## config.mk

```make
export PLATFORM = sky130hd
export DESIGN_NAME = afe_pulser_burst
export DESIGN_NICKNAME = d
export VERILOG_FILES = /design/src/rtl/afe_pulser_pkg.sv /design/src/rtl/afe_pulser_word_gen.sv /design/src/rtl/afe_pulser_burst.sv
export SDC_FILE = /design/constraint.sdc
export NUM_CORES = 1
export LEC_CHECK = 0
export CORE_MARGIN = 2
export CORE_UTILIZATION = 45
export DETAILED_ROUTE_END_ITERATION = 6
export PLACE_DENSITY = 0.79
export SLEW_MARGIN = 20
export SYNTH_ARGS = -nofsm -noshare
export SYNTH_HDL_FRONTEND = slang
export SYNTH_SLANG_ARGS = --single-unit
```

## constraint.sdc

```tcl
create_clock -name divclk -period 6.8 [get_ports divclk]
set_clock_uncertainty 0.1 [all_clocks]
set_input_delay 1.02 -clock divclk [delete_from_list [all_inputs] [get_ports divclk]]
set_output_delay 1.02 -clock divclk [all_outputs]
set_load 0.02 [all_outputs]
```

## src/rtl/afe_pulser_pkg.sv

```systemverilog
// Shared definitions for the AFE pulser burst generator.
//   state_t        : burst FSM state encoding
//   SER_W_DEF      : default OSERDES word width (bit 0 serialised first)
//   CNT_W_DEF      : default width of delay/width/period/n_pulses fields
//   bit_in_window  : true when a bit position lies in [delay, delay+width)
package afe_pulser_pkg;

   typedef enum logic {
      S_IDLE = 1'b0,
      S_RUN  = 1'b1
   } state_t;

   localparam int unsigned SER_W_DEF = 8;
   localparam int unsigned CNT_W_DEF = 16;

   // Wide enough that k*SER_W+j and delay+width never wrap for any
   // practical CNT_W/SER_W combination.
   localparam int unsigned CMP_W = 64;

   function automatic logic bit_in_window(
      input logic [CMP_W-1:0] pos,
      input logic [CMP_W-1:0] delay,
      input logic [CMP_W-1:0] width
   );
      return (pos >= delay) && (pos < (delay + width));
   endfunction

endpackage

```

## src/rtl/afe_pulser_word_gen.sv

```systemverilog
// Combinational single-channel word generator.
// Ports:
//   k     in  CNT_W  word index within the current period
//   delay in  CNT_W  pulse start offset in bits
//   width in  CNT_W  pulse width in bits
//   en    in  1      channel enable; 0 forces an all-zero word
//   word  out SER_W  pulse bits for word k (bit 0 serialised first)
module afe_pulser_word_gen
   import afe_pulser_pkg::*;
#(
   parameter int unsigned SER_W = SER_W_DEF,
   parameter int unsigned CNT_W = CNT_W_DEF
) (
   input  logic [CNT_W-1:0] k,
   input  logic [CNT_W-1:0] delay,
   input  logic [CNT_W-1:0] width,
   input  logic             en,
   output logic [SER_W-1:0] word
);

   always_comb begin
      word = '0;
      for (int unsigned j = 0; j < SER_W; j++) begin
         word[j] = en & bit_in_window(CMP_W'(k) * CMP_W'(SER_W) + CMP_W'(j),
                                      CMP_W'(delay), CMP_W'(width));
      end
   end

endmodule

```

## src/rtl/afe_pulser_burst.sv

```systemverilog
// AFE pulser burst word generator (divclk domain).
// Ports:
//   divclk       in  1            word clock, rising edge
//   divclk_rst   in  1            synchronous active-high reset
//   trig         in  1            single-cycle trigger (already synchronised)
//   abort        in  1            synchronous burst abort
//   ch_en        in  N_CH         per-channel enable (latched at trigger)
//   y0           in  N_CH         per-channel idle level (live, not latched)
//   width        in  N_CH*CNT_W   per-channel pulse width in bits
//   delay        in  N_CH*CNT_W   per-channel start offset in bits
//   period       in  CNT_W        pulse spacing in words (0 treated as 1)
//   n_pulses     in  CNT_W        pulses per burst (0 treated as 1)
//   out_words    out N_CH*SER_W   OSERDES words, ch i at [i*SER_W +: SER_W]
//   busy         out 1            burst in progress
//   trig_ignored out 1            one-cycle flag: trigger rejected
module afe_pulser_burst
   import afe_pulser_pkg::*;
#(
   parameter int unsigned N_CH  = 4,
   parameter int unsigned SER_W = SER_W_DEF,
   parameter int unsigned CNT_W = CNT_W_DEF
) (
   input  logic                    divclk,
   input  logic                    divclk_rst,
   input  logic                    trig,
   input  logic                    abort,
   input  logic [N_CH-1:0]         ch_en,
   input  logic [N_CH-1:0]         y0,
   input  logic [N_CH*CNT_W-1:0]   width,
   input  logic [N_CH*CNT_W-1:0]   delay,
   input  logic [CNT_W-1:0]        period,
   input  logic [CNT_W-1:0]        n_pulses,
   output logic [N_CH*SER_W-1:0]   out_words,
   output logic                    busy,
   output logic                    trig_ignored
);

   state_t                  state_q, state_d;
   logic [CNT_W-1:0]        wcnt_q, wcnt_d;
   logic [CNT_W-1:0]        pcnt_q, pcnt_d;
   logic [CNT_W-1:0]        period_q, period_d;
   logic [N_CH-1:0]         en_q, en_d;
   logic [N_CH*CNT_W-1:0]   width_q, width_d;
   logic [N_CH*CNT_W-1:0]   delay_q, delay_d;
   logic [N_CH*SER_W-1:0]   pulse_bits_q, pulse_bits_d;
   logic                    busy_q, busy_d;
   logic                    trig_ignored_q, trig_ignored_d;
   logic [N_CH*SER_W-1:0]   gen_words;
   logic                    accept;

   // The word generators look at next-cycle config and word index so the
   // registered pulse_bits present word k in the same cycle wcnt_q == k,
   // and the first word appears the cycle after the accepting edge.
   for (genvar i = 0; i < N_CH; i++) begin : g_ch
      afe_pulser_word_gen #(
         .SER_W (SER_W),
         .CNT_W (CNT_W)
      ) u_word_gen (
         .k     (wcnt_d),
         .delay (delay_d[i*CNT_W +: CNT_W]),
         .width (width_d[i*CNT_W +: CNT_W]),
         .en    (en_d[i]),
         .word  (gen_words[i*SER_W +: SER_W])
      );
   end

   always_comb begin
      accept         = (state_q == S_IDLE) && trig && !abort;
      state_d        = state_q;
      wcnt_d         = wcnt_q;
      pcnt_d         = pcnt_q;
      period_d       = period_q;
      en_d           = en_q;
      width_d        = width_q;
      delay_d        = delay_q;
      trig_ignored_d = trig && ((state_q == S_RUN) || abort);

      if (abort) begin
         state_d = S_IDLE;
         wcnt_d  = '0;
         pcnt_d  = '0;
      end else if (accept) begin
         en_d     = ch_en;
         width_d  = width;
         delay_d  = delay;
         period_d = (period == '0) ? CNT_W'(1) : period;
         pcnt_d   = (n_pulses == '0) ? CNT_W'(1) : n_pulses;
         wcnt_d   = '0;
         state_d  = S_RUN;
      end else if (state_q == S_RUN) begin
         if (wcnt_q == period_q - CNT_W'(1)) begin
            wcnt_d = '0;
            pcnt_d = pcnt_q - CNT_W'(1);
            if (pcnt_q == CNT_W'(1)) begin
               state_d = S_IDLE;
            end
         end else begin
            wcnt_d = wcnt_q + CNT_W'(1);
         end
      end

      busy_d       = (state_d == S_RUN);
      pulse_bits_d = busy_d ? gen_words : '0;
   end

   always_ff @(posedge divclk) begin
      if (divclk_rst) begin
         state_q        <= S_IDLE;
         wcnt_q         <= '0;
         pcnt_q         <= '0;
         period_q       <= '0;
         en_q           <= '0;
         width_q        <= '0;
         delay_q        <= '0;
         pulse_bits_q   <= '0;
         busy_q         <= 1'b0;
         trig_ignored_q <= 1'b0;
      end else begin
         state_q        <= state_d;
         wcnt_q         <= wcnt_d;
         pcnt_q         <= pcnt_d;
         period_q       <= period_d;
         en_q           <= en_d;
         width_q        <= width_d;
         delay_q        <= delay_d;
         pulse_bits_q   <= pulse_bits_d;
         busy_q         <= busy_d;
         trig_ignored_q <= trig_ignored_d;
      end
   end

   // Idle level applied after the register so a y0 change shows at once.
   always_comb begin
      out_words = '0;
      for (int unsigned i = 0; i < N_CH; i++) begin
         out_words[i*SER_W +: SER_W] = pulse_bits_q[i*SER_W +: SER_W] ^ {SER_W{y0[i]}};
      end
   end

   assign busy         = busy_q;
   assign trig_ignored = trig_ignored_q;

endmodule

```

==> results by group <==
STA
  • Worst Tran Pin Value: 1.092 ns
  • Hold Vio Cnt, Final: 0
  • # setup viols final: 0
  • FMAX: 156.0 MHz
  • Fin. max-slew vios: 0
  • Crit share post-route: 0.9424
  • Hold_ws: 0.3624 ns
  • Minimum clock period: 6.408 ns
  • Setup repair after global routing missed its margin: false
  • Worst rel slew slack: 0.2695

Logic synthesis
  • Avg Inst Size Synth: 7.892 um^2
  • Post-synth top area share: 0.2753
  • Main synth FF type: dfxtp_1
  • Syn nets: 2314
  • Syn Inst Count: 1972
  • Cell variety after synth: 84
  • Register area share after synthesis: 0.2753
  • Cell area after synthesis: 15560 um^2
  • Post-synthesis async set-or-reset flop share: 0
  • Syn. warnings: 0
  • Number of flops mapped to enable cells by yosys: 0
  • Synthesis-stage register bit count: 214
  • Post-synth top area cell: dfxtp_1
  • Largest cells by area after synthesis: dfxtp_1 (28%), ha_1 (13%), nand2_1 (7.2%), a21oi_1 (5.8%), xor2_1 (4.8%)

Clock tree
  • Skew-Pair Late Insertion Delay: 0.56 ns
  • CTS Root Cell: clkbuf_16
  • Hold-fix buffers at CTS: 0
  • Clk sink count: 214
  • CTS buffer count: 26
  • CTS tree: yes
  • Maximum root-to-sink buffer count: 3
  • Clock edge transition at the registers on the reported setup and hold paths: 0.06 ns
  • Deepest level of the CTS H-tree: 1

Worst setup path
  • Critical Path RT: 7.10 ns
  • Critical Path Sink: pulse_bits_q[29]
  • Setup slack, reg-to-reg: 0.83 ns
  • Worst r2r path cells: 26
  • Most frequent cell on the critical path: a21o_1
  • CP max stage delay: 0.57 ns
  • Worst path depth: 25
  • R2r endpoint: pulse_bits_q[29]
  • Crit-path max FO: 7
  • CP delay by family, top: compound AO/OA/AOI/OAI gates
  • Crit start category: primary input
  • CP bufs+invs: 4
  • Crit path arrival time: 6.71 ns
  • Critical-path top delay cell: clkdlybuf4s50_1
  • Worst Setup End Kind: flip-flop
  • Worst setup path start: trig
  • R2R Path Start: busy
  • Critical path class: primary input to flip-flop

Run
  • Max-Cap Viols: 0

Power and ir drop
  • Maximum vdd ir drop: 0.0001812 V
  • Cell leakage power: 0.009018 uW
  • Post-route total power: 3832 uW
  • PwrDens: 197.7 nW/um^2

Detailed routing
  • Routed vias: 15180
  • First-iteration detailed-routing DRC count: 1305
  • Antenna Nets Post-Route: 0
  • Drt drc: 0
  • Drt total wl: 47560 um
  • Vias per inst: 5.682
  • Iteration count of the initial detailed-routing pass: 7
  • Post-DR wirelength/cell: 17.80 um

Worst hold path
  • Min-delay worst type: flip-flop to flip-flop

Layout
  • P&R area growth vs syn: 24.55%
  • Commonest non-fill, non-tap cell in the layout: nand2_1
  • Share of layout cells above drive strength 1: 0.07352
  • ANT cells: 0
  • Most frequent cells in the layout: nand2_1 (296), dfxtp_1 (214), clkdlybuf4s50_1 (204), a21oi_1 (180), ha_1 (166)
  • Final Util: 0.5654
  • Fin cells: 2672
  • Final #Nets: 2540
  • Fillers: 3063

Place
  • Cells after DPL: 2618
  • Port bufs: 205
  • Post-DP HPWL: 36600 um
  • GPL Wtd Cong: 0.9412

Floorplan
  • Die Y: 190.0 um
  • Die X: 190.0 um
  • Row count: 68
  • Die ar.: 36090 um^2
  • Initial core utilization: 0.4539
  • Core Area: 34290 um^2
  • IO Pins: 206

Status
  • Status: finished clean

Global route
  • Gr usage total: 0.2531
  • Initial antenna violation count: 0
  • Number of global-route vias before repair: 14680
  • Pin count of the biggest net entering global routing: 101
  • GR Overflow Total: 0
  • First-pass GRT wire length: 73940 um
-- registers in the layout (all words and copies together) (netlist names) --
| signal | count |
|---|---|
| en_q | 4 |
| busy | 1 |
| wcnt_q | 16 |
| period_q | 16 |
| pulse_bits_q | 32 |
| width_q | 64 |
| trig_ignored | 1 |
| pcnt_q | 16 |
| delay_q | 64 |
-- tightest hold or removal path: cells and delay by family, from the launching register on --
family	cells	cell delay [ns]
flip-flops	1	0.29
AND/OR/NAND/NOR	1	0.06
AO/OA/AOI/OAI	1	0.06
-- kinds of logic (layout without fill, tap and decap cells) --
kind of cell / after synthesis / count (layout) / share of synthesized area
flops: 214 / 214 / 0.2753
buf+inv: 187 / 432 / 0.04751
simple gates: 699 / 699 / 0.2062
xor+xnor: 142 / 142 / 0.07991
fa+ha+maj: 180 / 180 / 0.1451
mux: 72 / 72 / 0.04639
compound gates: 478 / 478 / 0.1996
-- how the worst min path moves through the flow --
| stage | cells past startpoint | slack [ns] | start | to |
|---|---|---|---|---|
| after floorplan | 2 | 0.34 | width_q[0] | width_q[0] |
| final | 2 | 0.36 | width_q[63] | width_q[63] |
| after global routing | 2 | 0.38 | width_q[51] | width_q[51] |
| after global placement | 2 | 0.35 | width_q[46] | width_q[46] |
| after detailed placement | 2 | 0.36 | width_q[51] | width_q[51] |
| after CTS | 2 | 0.36 | width_q[43] | width_q[43] |
-- layer usage --
metal	share of wire	track usage	wire [um]	up-vias
li1	-	-	-	7443
met1	0.43	0.3199	20480	7057
met2	0.46	0.4248	21920	548
met3	0.067	0.04077	3189	135
met4	0.041	0.1124	1970	0
met5	0	0	0	-
-- layout make-up --
class | count | area, um^2 | area share
clock buffers | 34 | 720.7 | 0.03718
repair buffers | 274 | 2592 | 0.1337
well taps | 455 | 569.3 | 0.02937
inverters | 111 | 416.7 | 0.02149
multi-input cells | 1571 | 10570 | 0.5451
clock inverters | 13 | 235.2 | 0.01213
flip-flops and latches | 214 | 4284 | 0.2210
-- report_power, final --
group          internal [uW]  switching [uW]  leakage [uW]  total [uW]
Combinational            424             545       0.00681         969
Clock                    974             568      0.000462        1540
Sequential              1300            20.5       0.00174        1320
Total                   2700            1130       0.00902        3830
-- what timing repair did --
| item | 4_1_cts | 5_1_grt |
|---|---|---|
| endpoints found under the hold margin | 0 | 0 |
| buffers inserted | 0 | 7 |
| setup endpoints to repair | 0 | 10 |
| resized for setup | 0 | 3 |
-- through the flow --
step                      setup TNS, ns  setup slack [ns]  instance area [um^2]
after global routing                  0           0.03770                 19380
after detailed placement        -0.3446          -0.07335                 18350
after floorplan                       0           0.05934                 15570
after global placement                0            0.1597                 18350
after CTS                             0            0.4226                 19310
final                                 0            0.3917                 19380
-- synth_stat cells, types with 22 or more instances --
library cell,count
o21ai_0,61
mux2i_1,71
nand4_1,22
inv_1,110
a31oi_1,23
o21bai_1,24
a21o_1,48
xnor2_1,57
xor2_1,85
nor2_1,164
a211oi_1,23
nand3_1,37
ha_1,166
dfxtp_1,214
clkbuf_1,55
nor3_1,42
nand2_1,297
a21oi_1,180
No activity file was read; power rests on OpenSTA's default activity.
